## src/rtl/run_length_detector.sv

```systemverilog
// Serial run-of-ones detector: one-hot Moore state chain with Mealy z_cont/z_end in the
// final state, a saturating run counter and a capture of the length of the last finished run.
module run_length_detector #(
    parameter int RUN_LEN = 32'd3,
    parameter int CNT_W   = 32'd4,
    parameter bit REG_Z   = 1'b0
) (
    input  logic               clk,
    input  logic               reset,
    input  logic               en,
    input  logic               x,
    output logic [RUN_LEN-1:0] state_oh,
    output logic               z_cont,
    output logic               z_end,
    output logic [CNT_W-1:0]   run_cnt,
    output logic [CNT_W-1:0]   last_run
);

    localparam logic [RUN_LEN-1:0] S0       = {{(RUN_LEN-1){1'b0}}, 1'b1};
    localparam logic [CNT_W-1:0]   CNT_ZERO = {CNT_W{1'b0}};
    localparam logic [CNT_W-1:0]   CNT_ONE  = {{(CNT_W-1){1'b0}}, 1'b1};
    localparam logic [CNT_W-1:0]   CNT_MAX  = {CNT_W{1'b1}};

    logic [RUN_LEN-1:0] ps_r;
    logic [RUN_LEN-1:0] ps_nxt_s;
    logic               final_s;
    logic [CNT_W-1:0]   run_cnt_r;
    logic [CNT_W-1:0]   run_cnt_nxt_s;
    logic [CNT_W-1:0]   last_run_r;
    logic               z_cont_s;
    logic               z_end_s;

    function automatic logic is_onehot(input logic [RUN_LEN-1:0] v);
        int unsigned ones;
        ones = 32'd0;
        for (int i = 0; i < RUN_LEN; i++) begin
            ones = ones + {31'd0, v[i]};
        end
        return (ones == 32'd1);
    endfunction

    assign final_s  = ps_r[RUN_LEN-1];
    assign z_cont_s = en & x & final_s;
    assign z_end_s  = en & ~x & final_s;

    // Next state: advance along the chain on accepted ones; a corrupted encoding falls back to S0.
    always_comb begin
        ps_nxt_s = ps_r;
        if (!is_onehot(ps_r)) begin
            ps_nxt_s = S0;
        end else if (en) begin
            if (!x) begin
                ps_nxt_s = S0;
            end else if (final_s) begin
                ps_nxt_s = ps_r;
            end else begin
                ps_nxt_s = {ps_r[RUN_LEN-2:0], 1'b0};
            end
        end else begin
            ps_nxt_s = ps_r;
        end
    end

    // Run counter next value: saturate instead of wrapping so long runs stay visibly long.
    always_comb begin
        run_cnt_nxt_s = run_cnt_r;
        if (en) begin
            if (!x) begin
                run_cnt_nxt_s = CNT_ZERO;
            end else if (run_cnt_r == CNT_MAX) begin
                run_cnt_nxt_s = run_cnt_r;
            end else begin
                run_cnt_nxt_s = run_cnt_r + CNT_ONE;
            end
        end else begin
            run_cnt_nxt_s = run_cnt_r;
        end
    end

    // State, counter and last-run capture registers.
    always_ff @(posedge clk) begin
        if (!reset) begin
            ps_r       <= S0;
            run_cnt_r  <= CNT_ZERO;
            last_run_r <= CNT_ZERO;
        end else begin
            ps_r      <= ps_nxt_s;
            run_cnt_r <= run_cnt_nxt_s;
            if (z_end_s) begin
                last_run_r <= run_cnt_r;
            end else begin
                last_run_r <= last_run_r;
            end
        end
    end

    generate
        if (REG_Z) begin : g_reg_z
            logic z_cont_r;
            logic z_end_r;

            // Registered Z outputs, one cycle behind the qualifying sample.
            always_ff @(posedge clk) begin
                if (!reset) begin
                    z_cont_r <= 1'b0;
                    z_end_r  <= 1'b0;
                end else begin
                    z_cont_r <= z_cont_s;
                    z_end_r  <= z_end_s;
                end
            end

            assign z_cont = z_cont_r;
            assign z_end  = z_end_r;
        end else begin : g_comb_z
            assign z_cont = z_cont_s;
            assign z_end  = z_end_s;
        end
    endgenerate

    assign state_oh = ps_r;
    assign run_cnt  = run_cnt_r;
    assign last_run = last_run_r;

endmodule
```

## config.mk

```make
export PLATFORM = sky130hd
export DESIGN_NAME = run_length_detector
export DESIGN_NICKNAME = d
export VERILOG_FILES = /design/src/rtl/run_length_detector.sv
export SDC_FILE = /design/constraint.sdc
export NUM_CORES = 1
export LEC_CHECK = 0
export CORE_MARGIN = 2
export CORE_UTILIZATION = 39
export DETAILED_ROUTE_END_ITERATION = 8
export GPL_ROUTABILITY_DRIVEN = 1
export PLACE_DENSITY = 0.71
export SKIP_CTS_REPAIR_TIMING = 1
export SYNTH_ARGS = -nofsm -noshare
export SYNTH_HDL_FRONTEND = slang
export SYNTH_SLANG_ARGS = --single-unit
```

## constraint.sdc

```tcl
create_clock -name clk -period 1.65 [get_ports clk]
set_input_delay 0.495 -clock clk [delete_from_list [all_inputs] [get_ports clk]]
set_output_delay 0.495 -clock clk [all_outputs]
set_load 0.02 [all_outputs]
```

==> results.cfg <==
[sta]
layout_worst_path_cycle_share_pct = 97.4
fin_hold_ws_ns = 0.521
drv_slew = 0
worst_pin_slew_ns = 0.240
slew_headroom_pct = 84.0
max_freq_mhz = 622
timing.final.hold_violations = 0
fin_setup_tns_ns = 0
setup_ws_ns = 0.0435
finalSetupViolCount = 0
period_minus_slack_ns = 1.61
finClkSkew_ns = 0.0102

[yosys]
synth_nets = 65
ys_seq_area_share_pct = 38.9
synth_area_leaders = dfxtp_1 (39%), mux2i_1 (11%), a21o_2 (4.6%)
synthArstFlopShare_pct = 0
yosys_register_bits = 11
synth_edf_count = 0
synth_top_cell_area_share_pct = 38.9
synth.avg_cell_area_sq_um = 9.77
yosysTopAreaCell = dfxtp_1
synthMostInstantiatedCell = dfxtp_1
syn_inst = 58
yosysWarnings = 0
synth_ff_type = dfxtp_1
synth_common_cells = dfxtp_1 (11), mux2i_1 (6), nand2_1 (6)
ys_types = 25
netlist_area_sq_um = 567

[hold_path]
holdPathStages = 2
hold_class = flop to flop
hold_path_end = state_oh[2]
hold_start = state_oh[1]

[setup_path]
worstPathArrival_ns = 1.76
cp-end-kind = flop
cp_max_fo = 6
crit_path_start_kind = flop
crit_type = flop to flop
critical_path_required_ns = 1.81
rr_startpoint = state_oh[2]
reg2reg_depth = 4
rrSetupSlack_ns = 0.04
regToRegEndpoint = state_oh[0]

[placed_design]
dpl.hpwl_um = 870
portBuffers = 16
pre_cts_ws_ns = -0.666
gp_congestion = 0.704

[final_layout]
fin_util_pct = 63.3
finalNetCount = 92
nFillCells = 127
drive_gt1_share_pct = 28.6
seq_area_sq_um = 223
diodes = 0
area_growth_syn_to_layout_pct = 49.0
multiInputGateArea_sq_um = 312

[cts]
cts_made_buffers = 3
cts.reportedPaths.clkPinSlew_ns = 0.08
cts_max_level = 1
clkSinkCount = 11
cts-root-buf = clkbuf_4
clock_latency_ns = 0.27
cts_tree = built
clockBufferDepth = 2

[die]
die-area_sq_um = 1770
io_pins = 17
std_cell_rows = 13
fp.dieW_um = 42.1
initial_core_util_pct = 42.5
coreArea_sq_um = 1330
die_h_um = 42.1

[global_routing]
met2_usage_pct = 22.5
grt_max_degree = 11
grt-ovfl-total = 0
antenna_found_initial = 0
grt_pass1_vias = 459
grt_util_met3_pct = 3.88
busiest_layer = met2
grtUsageTotal_pct = 14.8
grt_first_pass_wirelength_mm = 1.96
met1_usage_pct = 18.6

[detailed_routing]
drc = 0
vias = 513
drtIter0Drc = 4
wl_per_cell_um = 12.4
postRouteAntennaNets = 0
wl_mm = 1.23
firstDrtPassIters = 5
vias_per_cell = 5.18

[run]
cap_violations = 0

[power]
leakagePower_nw = 0.592
power_density_nw_per_um2 = 682
power_w = 0.000576
ir_worst_vdd_mv = 0.314

[status]
outcome = completed
[cells by family (layout without fill, tap and decap cells)]
family	Yosys count	in the layout	synth area share (%)
AND/OR/NAND/NOR	21	21	23.6
flip-flops	11	11	38.9
AO/OA/AOI/OAI	10	10	12.8
buffers and inverters	7	33	6.18
multiplexers	6	6	10.6
adder cells (fa/ha/maj)	3	3	7.95
[cell usage in the layout, fill, tap and decap left out, types with 2 or more instances in the layout]
master	n
clkbuf_4	3
inv_1	4
buf_4	9
nand3b_1	2
nand2_1	6
a21oi_1	3
mux2i_1	6
dfxtp_1	9
ha_1	2
a21o_2	3
and3_1	2
clkbuf_2	2
dlymetal6s2s_1	13
nor2b_1	4
dfxtp_2	2
[routing by layer]
metal  vias up  routed length [um]
met5         -                   0
met4         0                  14
met3         2                  79
met2        23                 586
met1       240                 553
li1        248                   -
[worst max-delay path: stages, from the launching register on]
cell and delay, ns:
dfxtp_2 0.40, inv_1 0.08, fa_1 0.45, nand3b_1 0.19, or3_1 0.36
[layout make-up]
type	instances	area share, %
sequential	11	26.4
timing repair buffer	25	29.6
multi-input combinational	40	36.9
clock buffer	4	3.11
tap	15	2.22
inverter	4	1.78
[sequential cells by signal, summed over array words and instances, names as in the netlist]
register  count
run_cnt       4
state_oh      3
last_run      4
[worst max path at each step]
stage,startpoint,endpoint
6_report,state_oh[2],state_oh[0]
5_1_grt,state_oh[2],state_oh[0]
4_1_cts,en,z_cont
3_5_place_dp,en,z_cont
3_3_place_gp,en,z_cont
2_1_floorplan,state_oh[1],state_oh[0]
[power breakdown]
part / total (W) / switching (W) / internal, W
Combinational: 0.000107 / 0.0000522 / 0.0000550
Clock: 0.000188 / 0.0000948 / 0.0000936
Sequential: 0.000280 / 0.00000578 / 0.000274
Total: 0.000576 / 0.000153 / 0.000423
[per-stage QoR]
step,cell area [sq um],instances
floorplan,569,58
global placement,796,95
detailed placement,796,95
CTS,822,99
global route,845,99
finish,845,99
(Power assumes the default switching activity.)
